$ cat src/rtl/cla_pkg.sv
// Shared definitions for the digit-serial carry-lookahead add/subtract engine.
// Holds the slice width, the controller state encoding and sizing helpers.
package cla_pkg;

    localparam int SLICE_W = 4;

    typedef enum logic [1:0] {
        IDLE = 2'd0,
        RUN  = 2'd1,
        DONE = 2'd2
    } addsub_state_t;

    function automatic int nslice(input int width);
        return width / SLICE_W;
    endfunction

    // Index counter width; a single-slice engine still needs a 1-bit counter.
    function automatic int idx_width(input int n);
        return (n > 1) ? $clog2(n) : 1;
    endfunction

endpackage

$ cat src/rtl/carry_lookahead_adder.sv
// Parameterised carry-lookahead adder: every carry is a flat sum of
// generate/propagate products rather than a ripple chain.
module carry_lookahead_adder #(
    parameter int WIDTH = 4
) (
    input  logic [WIDTH-1:0] a_i,
    input  logic [WIDTH-1:0] b_i,
    input  logic             cin_i,
    output logic [WIDTH-1:0] sum_o,
    output logic             cout_o
);

    logic [WIDTH-1:0] gen;
    logic [WIDTH-1:0] prop;
    logic [WIDTH:0]   carry;

    // Carry into bit hi+1: OR over j of g[j] & p[j+1..hi], plus cin & p[0..hi].
    function automatic logic la_carry(
        input logic [WIDTH-1:0] g,
        input logic [WIDTH-1:0] p,
        input logic             cin,
        input int               hi
    );
        logic acc;
        logic chain;
        acc   = 1'b0;
        chain = 1'b1;
        for (int j = hi; j >= 0; j--) begin
            acc   = acc | (chain & g[j]);
            chain = chain & p[j];
        end
        return acc | (chain & cin);
    endfunction

    assign gen      = a_i & b_i;
    assign prop     = a_i ^ b_i;
    assign carry[0] = cin_i;

    for (genvar gi = 0; gi < WIDTH; gi++) begin : g_bit
        assign carry[gi+1] = la_carry(gen, prop, cin_i, gi);
        assign sum_o[gi]   = prop[gi] ^ carry[gi];
    end

    assign cout_o = carry[WIDTH];

endmodule

$ cat src/rtl/cla_addsub_seq.sv
// Digit-serial add/subtract engine: one 4-bit lookahead slice is reused per
// clock, with the carry held in a register between digits.
module cla_addsub_seq
    import cla_pkg::*;
#(
    parameter int WIDTH = 16
) (
    input  logic             clk,
    input  logic             rst_n,
    input  logic             req_valid,
    output logic             req_ready,
    input  logic [WIDTH-1:0] a,
    input  logic [WIDTH-1:0] b,
    input  logic             op,
    output logic             rsp_valid,
    input  logic             rsp_ready,
    output logic [WIDTH-1:0] result,
    output logic             cout,
    output logic             ovf,
    output logic             zero
);

    localparam int NSLICE = nslice(WIDTH);
    localparam int IDXW   = idx_width(NSLICE);
    localparam logic [IDXW-1:0] LAST_IDX = IDXW'(NSLICE - 1);

    if (((WIDTH % SLICE_W) != 0) || (WIDTH < SLICE_W)) begin : g_width_check
        $error("cla_addsub_seq: WIDTH must be a positive multiple of 4");
    end

    addsub_state_t    state_q, state_d;
    logic [IDXW-1:0]  idx_q, idx_d;
    logic [WIDTH-1:0] a_q, a_d;
    logic [WIDTH-1:0] b_q, b_d;
    logic             carry_q, carry_d;
    logic [WIDTH-1:0] result_q, result_d;
    logic             cout_q, cout_d;
    logic             ovf_q, ovf_d;
    logic             zero_q, zero_d;

    logic [SLICE_W-1:0] a_dig [NSLICE];
    logic [SLICE_W-1:0] b_dig [NSLICE];
    logic [SLICE_W-1:0] slice_a;
    logic [SLICE_W-1:0] slice_b;
    logic [SLICE_W-1:0] slice_sum;
    logic               slice_cout;

    for (genvar gi = 0; gi < NSLICE; gi++) begin : g_digit
        assign a_dig[gi] = a_q[gi*SLICE_W +: SLICE_W];
        assign b_dig[gi] = b_q[gi*SLICE_W +: SLICE_W];
    end

    assign slice_a = a_dig[idx_q];
    assign slice_b = b_dig[idx_q];

    carry_lookahead_adder #(
        .WIDTH (SLICE_W)
    ) u_slice (
        .a_i    (slice_a),
        .b_i    (slice_b),
        .cin_i  (carry_q),
        .sum_o  (slice_sum),
        .cout_o (slice_cout)
    );

    // b is stored pre-inverted for subtract so the datapath only ever adds.
    always_comb begin
        state_d  = state_q;
        idx_d    = idx_q;
        a_d      = a_q;
        b_d      = b_q;
        carry_d  = carry_q;
        result_d = result_q;
        cout_d   = cout_q;
        ovf_d    = ovf_q;
        zero_d   = zero_q;

        case (state_q)
            IDLE: begin
                if (req_valid) begin
                    a_d     = a;
                    b_d     = b ^ {WIDTH{op}};
                    carry_d = op;
                    idx_d   = '0;
                    state_d = RUN;
                end
            end
            RUN: begin
                for (int i = 0; i < NSLICE; i++) begin
                    if (idx_q == IDXW'(i)) begin
                        result_d[i*SLICE_W +: SLICE_W] = slice_sum;
                    end
                end
                carry_d = slice_cout;
                idx_d   = idx_q + 1'b1;
                if (idx_q == LAST_IDX) begin
                    idx_d   = '0;
                    state_d = DONE;
                    cout_d  = slice_cout;
                    ovf_d   = a_q[WIDTH-1] ^ b_q[WIDTH-1] ^ slice_sum[SLICE_W-1] ^ slice_cout;
                    zero_d  = ~|result_d;
                end
            end
            DONE: begin
                if (rsp_ready) begin
                    state_d = IDLE;
                end
            end
            default: begin
                state_d = IDLE;
            end
        endcase
    end

    always_ff @(posedge clk or negedge rst_n) begin
        if (!rst_n) begin
            state_q  <= IDLE;
            idx_q    <= '0;
            a_q      <= '0;
            b_q      <= '0;
            carry_q  <= 1'b0;
            result_q <= '0;
            cout_q   <= 1'b0;
            ovf_q    <= 1'b0;
            zero_q   <= 1'b0;
        end else begin
            state_q  <= state_d;
            idx_q    <= idx_d;
            a_q      <= a_d;
            b_q      <= b_d;
            carry_q  <= carry_d;
            result_q <= result_d;
            cout_q   <= cout_d;
            ovf_q    <= ovf_d;
            zero_q   <= zero_d;
        end
    end

    assign req_ready = (state_q == IDLE);
    assign rsp_valid = (state_q == DONE);
    assign result    = result_q;
    assign cout      = cout_q;
    assign ovf       = ovf_q;
    assign zero      = zero_q;

endmodule

$ cat config.mk
export PLATFORM = sky130hd
export DESIGN_NAME = cla_addsub_seq
export DESIGN_NICKNAME = d
export VERILOG_FILES = /design/src/rtl/cla_pkg.sv /design/src/rtl/carry_lookahead_adder.sv /design/src/rtl/cla_addsub_seq.sv
export SDC_FILE = /design/constraint.sdc
export NUM_CORES = 1
export LEC_CHECK = 0
export CAP_MARGIN = 20
export CORE_MARGIN = 1.5
export CORE_UTILIZATION = 50
export CTS_CLUSTER_DIAMETER = 50
export CTS_CLUSTER_SIZE = 40
export DETAILED_ROUTE_END_ITERATION = 10
export PLACE_DENSITY = 0.87
export SYNTH_ARGS = -nofsm -noshare
export SYNTH_HDL_FRONTEND = slang
export SYNTH_SLANG_ARGS = --single-unit
$ cat constraint.sdc
create_clock -name clk -period 3.3 [get_ports clk]
set_input_delay 0.33 -clock clk [delete_from_list [all_inputs] [get_ports clk]]
set_output_delay 0.33 -clock clk [all_outputs]
set_load 0.05 [all_outputs]
== After elaboration in Yosys (flattened, before gate mapping) ==
Index checks and enable logic that the tools add are counted.
Storage, ports and cells
  bits in registers: 56
  input bits: 37
  word-level logic and storage cells: 88
Cells by class
  add/subtract/negate cells: 1
  order comparisons: 1
  eq/ne operators: 8
  mux-type cells: 23
  bitwise gates (word level): 37
  reduce and logical (&&, ||, !) cells: 9
Operator list (count)
  $mux W4: 12
  $and A1 B1 Y1: 16
  $bmux W4 S2: 2
  $reduce_or A16 Y1: 1
  $xor A16 B16 Y16: 1
  $mux W2: 5
  $or A1 B1 Y1: 10
  $xor A1 B1 Y1: 7
  $eq A2 B2 Y1 const B: 3
  $pmux W2 S3: 1
  $reduce_and A2 Y1: 3
  $and A4 B4 Y4: 1
  $eq A2 B1 Y1 const B: 2
  $logic_not A2 Y1: 2
  $ne A2 B2 Y1 const B: 2
  $pmux W2 S2: 1
  $xor A4 B4 Y4: 1
  $ge A3 B3 Y1 const B: 1
  $not A2 Y3: 1
  $reduce_and A3 Y1: 1
  $add A2 B1 Y2 const B: 1
  $ne A2 B1 Y1 const B: 1
  $pmux W1 S2: 1
  $reduce_bool A2 Y1: 1
  2 further kinds: 2

== Longest topological paths before layout ==
  depth in word-level cells: 14
  gate-level depth with buffers: 8
  gate-level depth less buffers: 7

== Cells and area by module ==
Synthesis repeated with hierarchy kept, for this count alone.
Unflattened totals
  cells, all modules: 253
  area total of the unflattened synthesis: 2752.6 µm²
Modules (own cells, without submodules)
  cla_addsub_seq: times used 1, cells each 236, area each 2605.0 µm²
  carry_lookahead_adder: times used 1, cells each 17, area each 147.6 µm²

== Least setup slack after synthesis ==
Ideal clock, no wire load.
  path type: reg-to-reg
  start: register idx_q[0]
  end: register ovf_q, in the netlist ovf
  library setup time: 95 ps
  arrival: 2455 ps
  setup slack: 749 ps
  cell stages (with the launch flop): 9
  path buffers: 1
  period minus slack after synthesis: 2551 ps
  cells stage by stage: dfrtp_1 buf_2 mux4_2 ha_1 a211oi_2 o21bai_4 xnor2_1 o211a_1 o31ai_1
Between the ends
  longest elaborated chain between the ends: 12
  elaborated cells on any way between the ends: 33
  those cells by class: eq/ne (1); mux (6); bitwise (25); reduce/logical (1)
Ends and longest elaborated chain
  from (decl): RTL line cla_addsub_seq.sv:32  | logic [IDXW-1:0] idx_q, idx_d;
  from (signal assigned): RTL line cla_addsub_seq.sv:128  | idx_q <= idx_d;
  $not A2 Y3 (not written as such): RTL line cla_addsub_seq.sv:53, cla_addsub_seq.sv:54
  $bmux W4 S2, on equally long branches: RTL line cla_addsub_seq.sv:53, cla_addsub_seq.sv:54
  $mux W4, on equally long branches (2 in series): RTL line cla_addsub_seq.sv:53, cla_addsub_seq.sv:54
  $xor A4 B4 Y4 or $and A4 B4 Y4 (tied branches): RTL line carry_lookahead_adder.sv:36, carry_lookahead_adder.sv:35
  $and A1 B1 Y1, on equally long branches: RTL line carry_lookahead_adder.sv:29, carry_lookahead_adder.sv:30
  $or A1 B1 Y1 (tied with other cells): RTL line carry_lookahead_adder.sv:29  | acc = acc | (chain & g[j]);
  $or A1 B1 Y1 or $and A1 B1 Y1 (tied branches): RTL line carry_lookahead_adder.sv:29, carry_lookahead_adder.sv:32
  $or A1 B1 Y1: RTL line carry_lookahead_adder.sv:32  | return acc | (chain & cin);
  $xor A1 B1 Y1: RTL line carry_lookahead_adder.sv:41  | assign sum_o[gi] = prop[gi] ^ carry[gi];
  $xor A1 B1 Y1 (2 in series): RTL line cla_addsub_seq.sv:100  | ovf_d = a_q[WIDTH-1] ^ b_q[WIDTH-1] ^ slice_sum[SLICE_W-1] ^ slice_cout;
  to (signal assigned): RTL line cla_addsub_seq.sv:134  | ovf_q <= ovf_d;
  to (decl): RTL line cla_addsub_seq.sv:38  | logic ovf_q, ovf_d;
Several ways; a longest one is shown, not always the timed one. The select of a mux whose other input is x is not followed.
A chain may end at the register's enable or synchronous reset.

== Final worst setup path ==
Same ends and word-level chain as after synthesis.

==> metrics.txt <==
Yosys top cell area share 52.0%; clock-pin slew on the worst setup and hold paths 100 ps; Seq pwr share 32.6%; CP Launch Type register; Max VDD drop 504 uV; Logic pwr share 57.5%; status finished, final reports clean; fraction of layout cells with a size suffix above 1 7.08%; largest area contributor in the netlist dfrtp_1; fmax 349 MHz; sw power 1.86 mW; Final Setup Violations 0; synthesis-to-layout area growth 27.3%; Starting DRT DRC Count 150; final non-filler cell total 395; sequential share of the synthesized area 52.0%; ant diodes 0; crit-path cells mux4_2 -> ha_1 -> a211oi_2 -> o21bai_4 -> xnor2_1 -> o211a_1 -> o31ai_1; placed cells 385; Initial Util 52.4%; crit path DAT 3080 ps; clock sinks 56; Max stage delay on crit path 770 ps; Async SR Flop Fraction 100%; io pins 58; Total Wirelength 5.61 mm; mapped cell area 2690 um2; Core ar. 5140 um2; largest net degree at the start of global routing 46; CP max stage cell dfrtp_1; FP Rows 26; Sw Ratio 47.7%; DP HPWL 4.26 mm; DR vias/cell 5.17; Via Count 2043; cell-internal power 2.04 mW; Syn Nets 316; fillers 435; DIE WIDTH 76.4 um; Hold Vio Cnt, Final 0; Syn Inst Count 269; ys flop type dfrtp_1; CP top delay family compound AO/OA/AOI/OAI gates; GRT overflow 0; Setup TNS 0 ps; flop2flop setup slack 440 ps; top post-synthesis cells by area dfrtp_1 52%, nand2_1 12%, o21ai_0 6.9%, mux4_2 6.7%, xnor2_1 6.2%; CP max FO 13; Final Core Density 66.7%; Total GRT Usage 20.9%; worst path bufs/invs 0; reg-to-reg critical path endpoint ovf; most common cell after layout, fill and taps aside nand2_1; r2r worst-path depth 7; initial antenna violation count 0; Post-DRT Antenna Nets 0; Max Transition Viols Final 0; Hold WS 344 ps; die span in y 76.4 um; CTS Buf Count 5; reg2reg start idx_q[0]; H-tree levels 2; Clk pwr share 9.9%; Worst Setup End Kind register; Worst slew margin 33.4%; min cycle time layout 2860 ps; RSZ-0062 raised after global routing false; CTS tree done; Pleak 1.54 nW; Root Buffer Master clkbuf_8; EDFF count, synth 0; skew final 5.45 ps; Worst Tran Pin Value 996 ps; final-stage net count 371; Clk Latency, worst-skew pair 310 ps; CTS max path bufs 2; CP Data Required Time 3520 ps; P per Cell Area 1140 nW/um2; Yosys cell types 28; Hold Crit Class in -> async; IO Port Bufs 57; Initial DRT Pass Iterations 4; final cycle utilization of the critical path 86.7%; synthesized area per cell 10.0 um2; Die Area 5830 um2; wire length per cell 14.2 um; Synthesis Warnings 0; first-pass GRT wire length 9.63 mm; post-synthesis register bit count 56; most frequent cells in the layout 89 x nand2_1, 56 x dfrtp_1, 56 x clkdlybuf4s50_1; MaxCap Viol Count 0; vias in the first global route 2101; RePlAce Congestion 0.784; WS Path Type reg -> reg; drt drc 0
## kinds of logic after synthesis
family          synth area share [%]
simple gates                    15.1
buf+inv                         3.21
xor+xnor                        6.83
fa+ha+maj                       4.93
mux                             6.69
flops                           52.0
compound gates                  11.2
## power by group through the flow
stage / registers, mW / logic, mW / clock network (mW)
3_3_place_gp: 1.26 / 2.12 / 0
5_1_grt: 1.32 / 2.48 / 0.409
2_1_floorplan: 1.52 / 1.32 / 0
4_1_cts: 1.27 / 2.24 / 0.388
6_report: 1.27 / 2.24 / 0.385
3_5_place_dp: 1.29 / 2.23 / 0
## cell usage after synthesis (2+ instances only)
cell type	number
nand2_1	89
dfrtp_1	56
o21ai_0	37
xnor2_1	19
ha_1	9
inv_1	8
mux4_2	8
clkbuf_1	7
buf_2	6
nor4_1	4
a21oi_1	3
o31ai_1	3
nand2b_1	2
nor2_1	2
nor3_1	2
xor2_1	2
## metrics by stage
step	setup WS, ps	cell area, um2	power (mW)
floorplan	749	2690	2.84
global placement	551	3300	3.38
detailed placement	450	3300	3.52
CTS	431	3400	3.90
global route	256	3430	4.20
finish	438	3430	3.89
## cell type report
| cell class | instances | area [um2] | area share [%] |
|---|---|---|---|
| Sequential cell | 56 | 1400 | 40.9 |
| Multi-Input combinational cell | 192 | 1200 | 35.2 |
| Timing Repair Buffer | 61 | 611 | 17.8 |
| Tap cell | 70 | 87.6 | 2.56 |
| Clock buffer | 6 | 82.6 | 2.41 |
| Inverter | 8 | 30.0 | 0.876 |
| Clock inverter | 2 | 10.0 | 0.292 |
## worst max path at each step
stage | from | end | depth (start not counted)
after floorplan | idx_q[0] | ovf | 8
after global placement | idx_q[0] | ovf | 7
after detailed placement | idx_q[0] | ovf | 7
after CTS | idx_q[0] | ovf | 7
after global routing | idx_q[0] | zero | 6
final | idx_q[0] | ovf | 7
## metal layers
layer,up-vias,routed length (um),track usage [%]
met1,975,2290,24.5
met2,55,3000,38.2
li1,1004,-,-
met5,-,0,0
met3,9,233,3.83
met4,0,80,7.41
## registers in the layout (all words and copies together) (netlist names)
signal / cells
a_q: 16
b_q: 16
result: 16
idx_q: 2
state_q: 2
carry_q: 1
cout: 1
ovf: 1
zero: 1
## timing repair
item,in CTS,in global routing
hold buffers,0,1
resized for setup,0,0
endpoints found under the hold margin,0,3
setup buffers,0,0
## worst reg2reg max path, stage by stage, from the launching register on
cell	delay, ps
dfrtp_1	770
mux4_2	630
ha_1	340
a211oi_2	310
o21bai_4	130
xnor2_1	160
o211a_1	220
o31ai_1	210
(Power assumes the default switching activity.)
